===== src/rtl/ysyx_22040125_pipe_skid.sv =====
// Valid/ready pipeline stage holding instruction + PC, with a bubble counter.
// Define YSYX_22040125_PIPE_SKID_EN for the two-entry (main + skid) variant with registered in_ready.
module ysyx_22040125_pipe_skid #(
    parameter int unsigned        INST_W      = 32,
    parameter int unsigned        PC_W        = 64,
    parameter logic [INST_W-1:0]  BUBBLE_INST = {INST_W{1'b1}}
) (
    input  logic              clk,
    input  logic              rst,
    input  logic              flush,
    input  logic              in_valid,
    output logic              in_ready,
    input  logic [INST_W-1:0] in_inst,
    input  logic [PC_W-1:0]   in_pc,
    output logic              out_valid,
    input  logic              out_ready,
    output logic [INST_W-1:0] out_inst,
    output logic [PC_W-1:0]   out_pc,
    output logic [31:0]       bubble_cnt
);

    localparam int unsigned CNT_W = 32;

    typedef enum logic [1:0] {
        ST_EMPTY = 2'd0,
        ST_ONE   = 2'd1,
        ST_FULL  = 2'd2
    } state_t;

    state_t state;
    logic   up_xfer;
    logic   dn_xfer;

    assign up_xfer = in_valid & in_ready;
    assign dn_xfer = out_valid & out_ready;

`ifdef YSYX_22040125_PIPE_SKID_EN
    logic [INST_W-1:0] skid_inst;
    logic [PC_W-1:0]   skid_pc;

    // out_inst/out_pc are the main entry; skid catches the entry accepted while main is stalled
    always_ff @(posedge clk or posedge rst) begin
        if (rst) begin
            state     <= ST_EMPTY;
            out_valid <= 1'b0;
            in_ready  <= 1'b1;
            out_inst  <= '0;
            out_pc    <= '0;
            skid_inst <= '0;
            skid_pc   <= '0;
        end else if (flush) begin
            state     <= ST_EMPTY;
            out_valid <= 1'b0;
            in_ready  <= 1'b1;
            out_inst  <= BUBBLE_INST;
        end else begin
            case (state)
                ST_EMPTY: begin
                    if (up_xfer) begin
                        state     <= ST_ONE;
                        out_valid <= 1'b1;
                        out_inst  <= in_inst;
                        out_pc    <= in_pc;
                    end else begin
                        out_inst  <= BUBBLE_INST;
                    end
                end
                ST_ONE: begin
                    if (up_xfer && dn_xfer) begin
                        out_inst <= in_inst;
                        out_pc   <= in_pc;
                    end else if (up_xfer) begin
                        state     <= ST_FULL;
                        in_ready  <= 1'b0;
                        skid_inst <= in_inst;
                        skid_pc   <= in_pc;
                    end else if (dn_xfer) begin
                        state     <= ST_EMPTY;
                        out_valid <= 1'b0;
                        out_inst  <= BUBBLE_INST;
                    end
                end
                ST_FULL: begin
                    if (dn_xfer) begin
                        state    <= ST_ONE;
                        in_ready <= 1'b1;
                        out_inst <= skid_inst;
                        out_pc   <= skid_pc;
                    end
                end
                default: begin
                    state     <= ST_EMPTY;
                    out_valid <= 1'b0;
                    in_ready  <= 1'b1;
                    out_inst  <= BUBBLE_INST;
                end
            endcase
        end
    end
`else
    // Single entry: accept whenever the held entry leaves this cycle or none is held
    assign in_ready = out_ready | ~out_valid;

    always_ff @(posedge clk or posedge rst) begin
        if (rst) begin
            state     <= ST_EMPTY;
            out_valid <= 1'b0;
            out_inst  <= '0;
            out_pc    <= '0;
        end else if (flush) begin
            state     <= ST_EMPTY;
            out_valid <= 1'b0;
            out_inst  <= BUBBLE_INST;
        end else begin
            case (state)
                ST_EMPTY: begin
                    if (up_xfer) begin
                        state     <= ST_ONE;
                        out_valid <= 1'b1;
                        out_inst  <= in_inst;
                        out_pc    <= in_pc;
                    end else begin
                        out_inst  <= BUBBLE_INST;
                    end
                end
                ST_ONE: begin
                    if (dn_xfer) begin
                        if (up_xfer) begin
                            out_inst <= in_inst;
                            out_pc   <= in_pc;
                        end else begin
                            state     <= ST_EMPTY;
                            out_valid <= 1'b0;
                            out_inst  <= BUBBLE_INST;
                        end
                    end
                end
                default: begin
                    state     <= ST_EMPTY;
                    out_valid <= 1'b0;
                    out_inst  <= BUBBLE_INST;
                end
            endcase
        end
    end
`endif

    // Cycles without a presented entry, saturating
    always_ff @(posedge clk or posedge rst) begin
        if (rst) begin
            bubble_cnt <= '0;
        end else if (!out_valid && (bubble_cnt != {CNT_W{1'b1}})) begin
            bubble_cnt <= bubble_cnt + CNT_W'(1);
        end
    end

endmodule


===== config.mk =====
export PLATFORM = sky130hd
export DESIGN_NAME = ysyx_22040125_pipe_skid
export DESIGN_NICKNAME = d
export VERILOG_FILES = /design/src/rtl/ysyx_22040125_pipe_skid.sv
export SDC_FILE = /design/constraint.sdc
export NUM_CORES = 1
export LEC_CHECK = 0
export CAP_MARGIN = 20
export CORE_ASPECT_RATIO = 0.6
export CORE_MARGIN = 2
export CORE_UTILIZATION = 45
export CTS_CLUSTER_DIAMETER = 120
export DETAILED_ROUTE_END_ITERATION = 16
export GPL_ROUTABILITY_DRIVEN = 0
export PLACE_DENSITY = 0.86
export SETUP_SLACK_MARGIN = 0.2
export SLEW_MARGIN = 20
export SYNTH_ARGS = -nofsm -noshare
export SYNTH_HDL_FRONTEND = slang
export SYNTH_SLANG_ARGS = --single-unit

===== constraint.sdc =====
create_clock -name clk -period 9.9 [get_ports clk]
set_input_delay 1.485 -clock clk [delete_from_list [all_inputs] [get_ports clk]]
set_output_delay 1.485 -clock clk [all_outputs]
set_load 0.02 [all_outputs]

==> flow_results.org, run 1 <==
** Status
- Outcome :: finished, final reports clean

** Floorplan
- Effective utilization at floorplan :: 0.458
- Die Y :: 86.8 um
- The floorplan step set the die width to 142 um.
- In this run the count of I/O pins placed on the die edge is 231.
- Die area :: around 12000 um2
- The floorplan has 30 rows.
- The core region is 11200 um2.

** STA
- The count of pins over their slew limit came to 0.
- Final worst-path cycle share :: 0.435
- Setup violations remaining at the end of the flow were counted as 0.
- The worst pin sits at a relative slew slack of 0.334.
- At the pin with the least slew margin, the transition time is 998 ps.
- Setup slack on the critical path of the routed design comes to 5590 ps.
- For the final database, setup skew stands at about 8.5 ps.
- Adding up every negative setup slack in the final design gives 0 ps.
- The routed design could run at a clock period as short as 4310 ps.
- Across all hold checks on the routed design, the worst slack comes to around 470 ps.
- Maximum clock frequency :: 232 MHz
- The hold violation count in the final report is 0.
- RSZ-0062 raised after global routing :: false

** Place
- Dpl cell area :: 7560 um2
- OpenSTA, run right after detailed placement, puts the worst setup slack at ~5600 ps.
- HPWL after detailed placement :: 10.1 mm
- Input and output buffers added on the ports amount to 230.

** Synth
- Post-synthesis sequential area ratio :: 0.627
- In the synthesized netlist, the cells that appear most often are nand2_1, dfrtp_1, o22a_1.
- The Yosys step of the flow raised 0 warnings.
- The mapped netlist covers 5140 um2.
- Share of flip-flops with an asynchronous set or reset :: 1.00
- Count of flip-flops with a built-in enable after synthesis :: 0
- Yosys top cell by area :: dfrtp_1
- In the post-synthesis netlist, the biggest area contributors are dfrtp_1, nand2_1, o22a_1.
- Number of library cell types mapped by synthesis :: 40
- Syn Inst Count :: 502
- The most used flip-flop cell after synthesis is dfrtp_1.
- Of the post-synthesis cell area, the dominant cell type holds 0.627.
- The number of nets in the synthesized netlist is just over 600.
- Average size of a mapped cell :: just over 10 um2
- The most common cell in the synthesized netlist is nand2_1.
- Counting flops and latches in the post-synthesis netlist gives 129.

** Worst setup path
- Counting both buffers and inverters, the worst setup path holds a total of 3.
- Max incr delay on CP :: 550 ps
- The kind of cell with the highest combined delay along the critical path is buffers and inverters.
- Cell type with the highest occurrence count on the critical path :: clkdlybuf4s50_1
- Walking the worst path, the cells encountered are clkdlybuf4s50_1 -> nor2b_1 -> inv_1 -> clkdlybuf4s50_1.
- Critical path data required time :: about 8400 ps
- Startpoint Class :: primary input
- In this run the worst path has a maximum fanout of 4.
- The slowest stage of the critical path belongs to the cell clkdlybuf4s50_1.
- The critical path in this run is classified as primary input to primary output.
- At the worst endpoint, the arrival time is 2830 ps.
- Element type at the critical path end :: primary output

** Pwr
- Leakage :: 3.62 nW
- Dividing total power by cell area gives a power density of 196 nW/um2.
- Share of total power in combinational logic :: 0.219
- The share of total power dissipated in the clock network is 0.381.
- Share of power burned in registers :: 0.400
- Switching fraction of total power :: 0.273
- Worst-case vdd ir drop :: 0.118 mV
- For this design the total switching power over the nets is 0.000436 W.
- Cell internal power was estimated by the tool at 0.00116 W.

** Global routing
- Pin count of the biggest net entering global routing :: 97
- The via count of the first global-routing pass is 4472.
- For this run, the total global-route usage over all layers was measured as 0.238.
- Global-route wire length before repair :: 22.6 mm
- The number of antenna violations at the first check in global routing came to 0.
- Global routing finished with a remaining overflow of 0.

** Routing
- Count of unresolved DRC violations after routing :: 0
- The first routing iteration left 217 violations.
- Pre-Repair DR Iteration Count :: 5
- The final layout contains routed wiring with a total length of 14.5 mm.
- Using the TritonRoute via totals, the vias-per-cell ratio works out to approximately 5.1.
- Mean routed wirelength per cell :: around 16 um
- The count of nets left with antenna violations once routing finished came out at 0.
- Total number of vias :: 4475

** Clocking
- Hold-fix buffer count after cts :: 0
- The clock net in this run drives a total of ~130 sinks.
- The clock passes through at most 2 buffers.
- Post-CTS timing repair inserted 0 buffers for setup.
- Number of cells upsized or downsized after cts :: 0
- Clock insertion delay at the later pin of the skew report :: 400 ps
- Clock Tree Root :: clkbuf_16
- Buffers inserted during clock tree synthesis total 17.
- TritonCTS clock tree :: built
- The H-tree was split into 4 levels.
- After clock tree synthesis, the clock-pin slew on the worst setup and hold paths is 50 ps.

** Layout
- In the final design database the tool counted 833 nets.
- In the final layout, the share of cells above drive strength 1 is 0.0566.
- The finished cells cover 8140 um2.
- Number of filler instances in the final layout :: 793
- The area growth from synthesis to layout is 58.1%.
- In the final layout, the multi-input gates occupy roughly 1800 um2.
- Registers take 3230 um2.
- The repair_antennas step left the layout with diodes totalling 0.

** Flow run
- Max-cap violations in this run came to 0.

** Hold path
- The worst hold path belongs to the class register to register.
## metal layers
metal  vias to the layer above  track usage  wire (um)
li1                       2105            -          -
met1                      2159        0.291       6110
met2                       190        0.403       7060
met3                        21       0.0740       1050
met4                         0       0.0855        261
met5                         -            0          0
## worst reg2reg max path, cell delays in order, from the launching register on
cell and delay, ps:
dfrtp_1 460, nand3_2 150, nor4_1 700, and4_1 770, nor2_1 160, mux2_2 300
## cell type report
class,count,area share
Clock buffer,23,0.0563
Sequential cell,129,0.397
Multi-Input combinational cell,342,0.221
Clock inverter,7,0.0135
Timing Repair Buffer,234,0.287
Inverter,7,0.00384
Tap cell,144,0.0221
## flip-flops by register name (all words and copies together) (netlist names)
register and cells:
bubble_cnt 32, out_inst 32, out_pc 64, state 1
## path summary, 6_finish.rpt
check,slack [ps],startpoint,depth (start not counted),to
worst max-delay path,5590,out_ready,4,in_ready
worst min register to register,470,out_pc[32],2,out_pc[32]
worst max register to register,7250,bubble_cnt[4],5,bubble_cnt[1]
worst min-delay path,470,out_pc[32],2,out_pc[32]
min in group asynchronous,1590,rst,2,out_pc[32]
max in group asynchronous,7180,rst,3,out_pc[41]
## power by group through the flow
stage | clock, W | combinational (W) | sequential (W)
6_report | 0.000607 | 0.000350 | 0.000638
5_1_grt | 0.000647 | 0.000374 | 0.000644
2_1_floorplan | 0 | 0.0000871 | 0.000711
3_3_place_gp | 0 | 0.000342 | 0.000638
4_1_cts | 0.000619 | 0.000353 | 0.000636
3_5_place_dp | 0 | 0.000351 | 0.000644
## through the flow
step	power, W	utilization	instances
2_1_floorplan	0.000798	-	502
3_3_place_gp	0.000980	0.674	856
3_5_place_dp	0.000995	0.674	856
4_1_cts	0.00161	0.725	886
5_1_grt	0.00166	0.725	886
6_report	0.00160	0.725	886
## placed cells by master (no fill, tap or decap), types with 3 or more instances in the layout
| cell | instances |
|---|---|
| clkdlybuf4s50_1 | 230 |
| nand2_1 | 203 |
| dfrtp_1 | 129 |
| o22a_1 | 32 |
| nor2_1 | 21 |
| xor2_1 | 19 |
| clkbuf_16 | 17 |
| nand3_1 | 9 |
| nand4_1 | 9 |
| xnor2_1 | 9 |
| nor4_1 | 8 |
| inv_1 | 6 |
| clkbuf_1 | 5 |
| clkinv_2 | 4 |
| buf_4 | 4 |
| nor3_1 | 3 |
| bufinv_16 | 3 |
## logic make-up after synthesis
kind of cell / synth area share
and+or+nand+nor: 0.235
muxes: 0.00219
xor gates and xnor gates: 0.0477
adders and majority gates: 0.00243
DFF: 0.627
AOI/OAI and AO/OA: 0.0608
buffers and inverters: 0.0246
(Power assumes the default switching activity.)
==> inputs of run 2 (changes only) <==
- CORE_UTILIZATION: 45 -> 38
- PLACE_DENSITY: 0.86 -> 0.77
- clock period: 9.9 -> 3.8 ns (I/O delays scaled with it)
==> run 2 against run 1 <==
Net effect:
- wire length rose by 0.48%
- flip-flop and latch count did not move
- clock skew barely moved
- critical path type is now register to register
- cell area rose by 1.0%
- non-clock buffer count did not move
- critical endpoint is now bubble_cnt[1]
==> flow_results.org, run 2 (same netlist as run 1, synthesis figures left out) <==
** Status
- Outcome: finished, final reports clean (unchanged).

** Hold path
- The worst hold path cell count is 2 (unchanged).
- Hold wc startpoint :: out_pc[38] (was out_pc[32])
- Worst min path class :: register to register (unchanged)
- The worst-case hold path end point is out_pc[38] (was out_pc[32]).

** Clocking
- The number of CTS-inserted buffers came to 17 (unchanged).
- Number of cells upsized or downsized after cts :: 0 (unchanged)
- The cell at the root of the clock tree is clkbuf_16 (unchanged).
- The TritonCTS clock tree is built (unchanged).
- The post-CTS setup-driven buffer insertion count was 0 (unchanged).
- Clock insertion delay at the later pin of the skew report :: 400 ps (about the same)
- Clock transition at the register clock pins on the worst setup and hold paths after CTS :: 50 ps (about the same)
- CTS H-tree lvls :: 4 (unchanged)
- The clock sink count was 129 (unchanged).
- The maximum count of clock buffers along a single path was 2 (unchanged).
- The number of hold buffers added after CTS was 0 (unchanged).

** Floorplan
- The die footprint came to 14500 um2 (was 12300 um2).
- The area of the placeable core was 13000 um2 (was 11200 um2).
- The width of the chip is 154 um (was 142 um).
- Die Y :: 94.1 um (was 86.8 um)
- Number of core rows :: 32 (was 30)
- The I/O pin count came to 231 (unchanged).
- The starting density of the core came to 0.395 (was 0.458).

** Layout
- The synthesis-to-finish area growth was 59.8% (was 58.1%).
- The diode insertion count for antenna repair came to 0 (unchanged).
- The number of flip-flops under the largest register name came to 64 (unchanged).
- Largest registers :: out_pc (64), bubble_cnt (32), out_inst (32) (unchanged)
- Most frequent cells in the layout: clkdlybuf4s50_1, nand2_1, dfrtp_1, o22a_1, nor2_1 (unchanged).
- The register with the most flip-flops was out_pc (unchanged).
- The most common cell after layout, fill and taps aside is clkdlybuf4s50_1 (unchanged).
- Share of layout cells above drive strength 1 :: 0.0634 (was 0.0566)
- The end-of-flow core utilization came to 0.632 (was 0.725).
- The count of nets after finishing was 833 (unchanged).

** Pwr
- The reported leakage power is 3.63 nW (was 3.62 nW).
- Total chip power :: 0.00416 W (was 0.00160 W)
- The net switching power figure came to 0.00114 W (was 0.000436 W).
- The share of total power in combinational logic was 0.219 (about the same).
- Share of power burned in registers :: 0.398 (was 0.400)
- The share of total power consumed by net switching was 0.274 (was 0.273).
- Int Power :: 0.00302 W (was 0.00116 W)
- The maximum vdd ir drop was 0.322 mV (was 0.118 mV).
- Power per cell area :: 506 nW/um2 (was 196 nW/um2)
- Clock share of power :: 0.384 (was 0.381)

** STA
- The worst clock skew on the final layout was 8.62 ps (was 8.48 ps).
- Number of setup violations in the final report :: 0 (unchanged)
- RSZ-0062 raised after global routing :: false (unchanged)
- Maximum clock frequency :: 395 MHz
- Final hold vios :: 0 (unchanged)
- The worst setup margin is 1270 ps (was 5590 ps).
- Worst hold margin :: 470 ps (was 474 ps)
- The worst relative slew slack came to 0.400 (was 0.334).
- Shortest period the worst path allows :: between 2000 and 3000 ps
- Final worst-path cycle share :: 0.667
- Transition time at the pin with the least slew margin :: 899 ps (was 998 ps)
- Fin. max-slew vios :: 0 (unchanged)
- The final total negative setup slack is 0 ps (unchanged).

** Worst setup path
- Critical path launch point :: bubble_cnt[13] (was out_ready)
- The kind of end point of the critical path was a register (was primary output).
- The category of the most critical setup path is register to register (was primary input to primary output).
- The data arrival time at the worst-slack endpoint came to 2820 ps (was 2830 ps).
- The maximum net fanout on the critical path came to 16 (was 4).
- Launch point of the worst reg-to-reg path :: bubble_cnt[13] (was bubble_cnt[4])
- The kind of launch point of the worst setup path was a register (was primary input).
- End of the worst register-to-register path :: bubble_cnt[1] (unchanged)
- Worst r2r path cells :: 5 (unchanged)
- The setup slack of the worst register-to-register path is 1270 ps (was 7250 ps).
- The required time of the worst setup path was 4080 ps (was 8420 ps).

** Global routing
- The overall overflow remaining after global route came to 0 (unchanged).
- The largest net degree at the start of global routing was 80 (was 97).
- Global-route wire length before repair :: 23.1 mm (was 22.6 mm)
- The number of antenna violations at the first check in global routing is 0 (unchanged).
- Number of global-route vias before repair :: 4515 (was 4472)
- Tot GR Track Use :: 0.204 (was 0.238)

** Place
- Setup slack after placement :: 1100 ps (was 5620 ps)
- The count of buffers from port buffering is 230 (unchanged).
- HPWL after detailed placement :: 10.5 mm (was 10.1 mm)

** Routing
- The routed via count divided by cell count came to 4.98 (was 5.05).
- The first-iteration detailed-routing DRC count came to 223 (was 217).
- The number of vias after detailed routing was 4533 (was 4475).
- The wire length after detailed routing came to 14.5 mm (about the same).
- Residual antenna-violating net count after detailed routing :: 0 (unchanged)
- The post-detailed-route wirelength per cell was 16.0 um (was 16.3 um).
- The DRC violations left is 0 (unchanged).
- Pre-Repair DR Iteration Count :: 4 (was 5)

** Flow run
- Max-cap check violation count :: 0 (unchanged)
==> run 2: changes by cell type in the layout (fill, tap and decap cells not counted) <==
| cell | delta |
|---|---|
| buf_12 | +3 |
| buf_4 | -3 |
| clkbuf_1 | -5 |
| clkinv_4 | +1 |
| clkinvlp_4 | +4 |
| inv_6 | -1 |
| nand2b_1 | -1 |
| nand2b_2 | +1 |
==> run 2: worst max-delay path, cell delays in order (launching register included) <==
cell	delay, ps
dfrtp_1	440
nand4_1	170
nor4_1	570
and4_1	770
nor2_1	160
mux2_2	310
==> run 2: per-layer routing <==
layer | GRT usage | vias to the layer above | wire, um
met4 | 0.0607 | 0 | 178
li1 | - | 2105 | -
met1 | 0.265 | 2203 | 6240
met5 | 0 | - | 0
met2 | 0.322 | 210 | 6710
met3 | 0.0747 | 15 | 1420
==> run 2: area by class of cell <==
type	instances	area [um2]
Clock buffer	18	439
Sequential cell	129	3230
Inverter	7	30.0
Fill cell	1037	4790
Timing Repair Buffer	234	2370
Clock inverter	11	141
Tap cell	170	213
Multi-Input combinational cell	342	1800
==> run 2: worst max-delay path by stage <==
stage                               end  depth (start not counted)
after floorplan           bubble_cnt[0]                          1
after global placement       out_pc[17]                          7
after detailed placement    out_inst[7]                          6
after CTS                      in_ready                          3
after global routing      bubble_cnt[1]                          5
final                     bubble_cnt[1]                          5
==> run 2: per-stage QoR <==
| step | instance area, um2 | instances |
|---|---|---|
| floorplan | 5150 | 502 |
| CTS | 8220 | 911 |
| global placement | 7640 | 882 |
| detailed placement | 7640 | 882 |
| global route | 8220 | 911 |
| finish | 8220 | 911 |
==> run 2: power by group through the flow <==
stage / clock network (W) / registers [W] / logic, W
after floorplan: 0 / 0.00185 / 0.000227
after global placement: 0 / 0.00167 / 0.000900
after detailed placement: 0 / 0.00168 / 0.000917
after CTS: 0.00163 / 0.00165 / 0.000920
after global routing: 0.00171 / 0.00167 / 0.000977
final: 0.00160 / 0.00165 / 0.000911
==> inputs of run 3 (changes only) <==
- clock period: 3.8 -> 2.3 ns (I/O delays scaled with it)
==> run 3 against run 2 <==
Net effect:
- worst setup slack got worse by 970 ps
- critical path type unchanged
- global-route usage increased by 0.59 points
- combinational power increased by 69%
- core utilization increased by 0.52 points
- critical endpoint is now bubble_cnt[23]
- highest routed layer unchanged
- wire length increased by 2.6%
==> flow_results.org, run 3 (same netlist as run 1, synthesis figures left out) <==
** Worst setup path
- Element type at the critical path end :: register (unchanged)
- The kind of launch point of the worst setup path is a register (unchanged).
- The data arrival time at the worst-slack endpoint is 2320 ps (was 2820 ps).
- Class of the most critical setup path :: register to register (unchanged)
- Worst r2r path cells :: 5 (unchanged)
- The stage delay of the slowest cell on the critical path is 590 ps (was 770 ps).
- The required time of the worst setup path came to 2620 ps (was 4080 ps).
- CP max FO :: 10 (was 16)
- Reg-to-reg setup timing slack :: 300 ps (was 1270 ps)
- The slowest stage cell on the critical path is or4_4 (was and4_1).
- Crit-path cells :: nand3_2 -> or4_4 -> or3_4 -> nor4_2 -> xor2_1 (was nand4_1 -> nor4_1 -> and4_1 -> nor2_1 -> mux2_2)

** Floorplan
- Effective utilization at floorplan :: 0.395 (unchanged)
- The die footprint was 14500 um2 (unchanged).
- Die X-Extent :: 154 um (unchanged)
- The I/O pin count came to 231 (unchanged).
- Die Y :: 94.1 um (unchanged)
- The area of the placeable core came to 13000 um2 (unchanged).
- The site row count was 32 (unchanged).

** Clocking
- The clock latency of the later-clocked register in the worst-skew pair is 400 ps (about the same).
- The depth of the CTS H-tree came to 4 (unchanged).
- Post CTS Setup Buffer Count :: 0 (unchanged)
- The cell at the root of the clock tree is clkbuf_16 (unchanged).
- TritonCTS clock tree :: built (unchanged)
- The maximum count of clock buffers along a single path came to 2 (unchanged).
- The clock transition at the register clock pins on the worst setup and hold paths after CTS is 60 ps (was 50 ps).
- The number of CTS-inserted buffers is 17 (unchanged).
- Clock sinks :: 129 (unchanged)

** Routing
- Total number of vias :: 4507 (was 4533)
- Vias per inst :: 4.90 (was 4.98)
- The first-pass iteration count of the detailed router was 7 (was 4).
- The wire length after detailed routing was 14.9 mm (was 14.5 mm).
- The remaining antenna violation count was 0 (unchanged).
- Number of DRC violations after detailed-routing iteration 0 :: 339 (was 223)
- The DRC violations left came to 0 (unchanged).
- Mean routed wirelength per cell :: 16.2 um (was 16.0 um)

** STA
- RSZ-0062 raised after global routing: true (was false).
- The worst setup margin came to 298 ps (was 1270 ps).
- Shortest period the worst path allows :: 2000 ps (was 2530 ps)
- Total Negative Setup Slacks :: 0 ps (unchanged)
- Worst hold margin :: 410 ps (was 470 ps)
- Final hold vios :: 0 (unchanged)
- Number of setup violations in the final report :: 0 (unchanged)
- Worst Clk Skew :: 12.0 ps (was 8.62 ps)
- Transition time at the pin with the least slew margin :: 379 ps (was 899 ps)
- The highest achievable clock rate is 500 MHz (was 395 MHz).
- Fin. max-slew vios :: 0 (unchanged)
- The final worst-path cycle share was 0.870 (was 0.667).
- Relative max-transition margin :: 0.744 (was 0.400)

** Global routing
- Total grt overflow :: 0 (unchanged)
- Tot GR Track Use :: 0.210 (was 0.204)
- Number of global-route vias before repair :: 4522 (was 4515)
- The number of antenna violations at the first check in global routing was 0 (unchanged).
- The largest net degree at the start of global routing is 65 (was 80).
- Global-route wire length before repair :: 23.8 mm (was 23.1 mm)

** Layout
- Leading cell type in the layout, fill and taps excluded :: clkdlybuf4s50_1 (unchanged)
- The register with the most flip-flops was out_pc (unchanged).
- The total of fill cells in the finished design was 1004 (was 1037).
- Number of flip-flops in the largest register :: 64 (unchanged)
- Layout net count :: 839 (was 833)
- Most frequent cells in the layout :: clkdlybuf4s50_1, nand2_1, dfrtp_1, o22a_1, nor2_1 (unchanged)
- Share of layout cells above drive strength 1 :: 0.0787 (was 0.0634)
- Antenna diode count :: 0 (unchanged)
- The synthesis-to-finish area growth came to 61.1% (was 59.8%).
- Largest registers: out_pc (64), bubble_cnt (32), out_inst (32) (unchanged).
- Total non-filler cell area in the finished layout :: 8290 um2 (was 8220 um2)

** Pwr
- Power per cell area :: 819 nW/um2 (was 506 nW/um2)
- Leakage :: 3.66 nW (was 3.63 nW)
- The maximum vdd ir drop came to 0.467 mV (was 0.322 mV).
- The total power came to 0.00678 W (was 0.00416 W).

** Place
- HPWL after detailed placement :: 10.6 mm (was 10.5 mm)
- The count of buffers from port buffering was 230 (unchanged).
- Dpl cell area :: 7720 um2 (was 7640 um2)
- The worst setup timing slack at the placement stage is 233 ps (was 1100 ps).

** Flow run
- The max-capacitance violation count came to 0 (unchanged).

** Hold path
- Worst min path class :: primary input to async pin (was register to register)

** Status
- Outcome: finished, final reports clean (unchanged).
-- run 3: stage by stage --
stage / util / instances
6_report: 0.637 / 920
5_1_grt: 0.637 / 920
3_5_place_dp: 0.593 / 888
4_1_cts: 0.636 / 920
2_1_floorplan: - / 502
3_3_place_gp: 0.593 / 888
-- run 3: critical path, delay by kind of cell, from the launching register on --
kind	cells	cell delay, ps
AND/OR/NAND/NOR	4	1340
flip-flops	1	420
XOR/XNOR	1	160
-- run 3: cell type report --
| cell class | count | area, um2 | share of cell area |
|---|---|---|---|
| clock buffers | 22 | 464 | 0.0560 |
| clock inverters | 10 | 86.3 | 0.0104 |
| inverters | 7 | 30.0 | 0.00362 |
| multi-input cells | 342 | 1800 | 0.218 |
| flip-flops and latches | 129 | 3230 | 0.390 |
| well taps | 170 | 213 | 0.0257 |
| repair buffers | 240 | 2450 | 0.296 |
-- run 3: path summary, 6_finish.rpt --
kind                               start        endpoint
min in group clk               in_pc[36]      out_pc[36]
max in group asynchronous            rst   bubble_cnt[4]
min reg2reg                   out_pc[16]      out_pc[16]
max reg2reg                bubble_cnt[4]  bubble_cnt[23]
max                        bubble_cnt[4]  bubble_cnt[23]
min                                  rst      out_pc[33]
-- run 3: per-layer routing --
metal	GRT usage	wire length, um
met1	0.279	6770
met2	0.324	6780
met3	0.0701	1220
met4	0.0724	142
met5	0	0
-- run 3: where the power goes --
part           total, W  leakage [nW]  switching (W)  internal (W)
clock           0.00249         0.266       0.000960       0.00153
combinational   0.00154          1.86       0.000772      0.000771
sequential      0.00274          1.53       0.000208       0.00254
-- run 3: timing repair --
action / in CTS / in global routing
setup endpoints to repair: 1 / 10
gates resized for setup: 2 / 7
endpoints found under the hold margin: 0 / 0
pin swaps: 0 / 0
hold buffers: 0 / 0
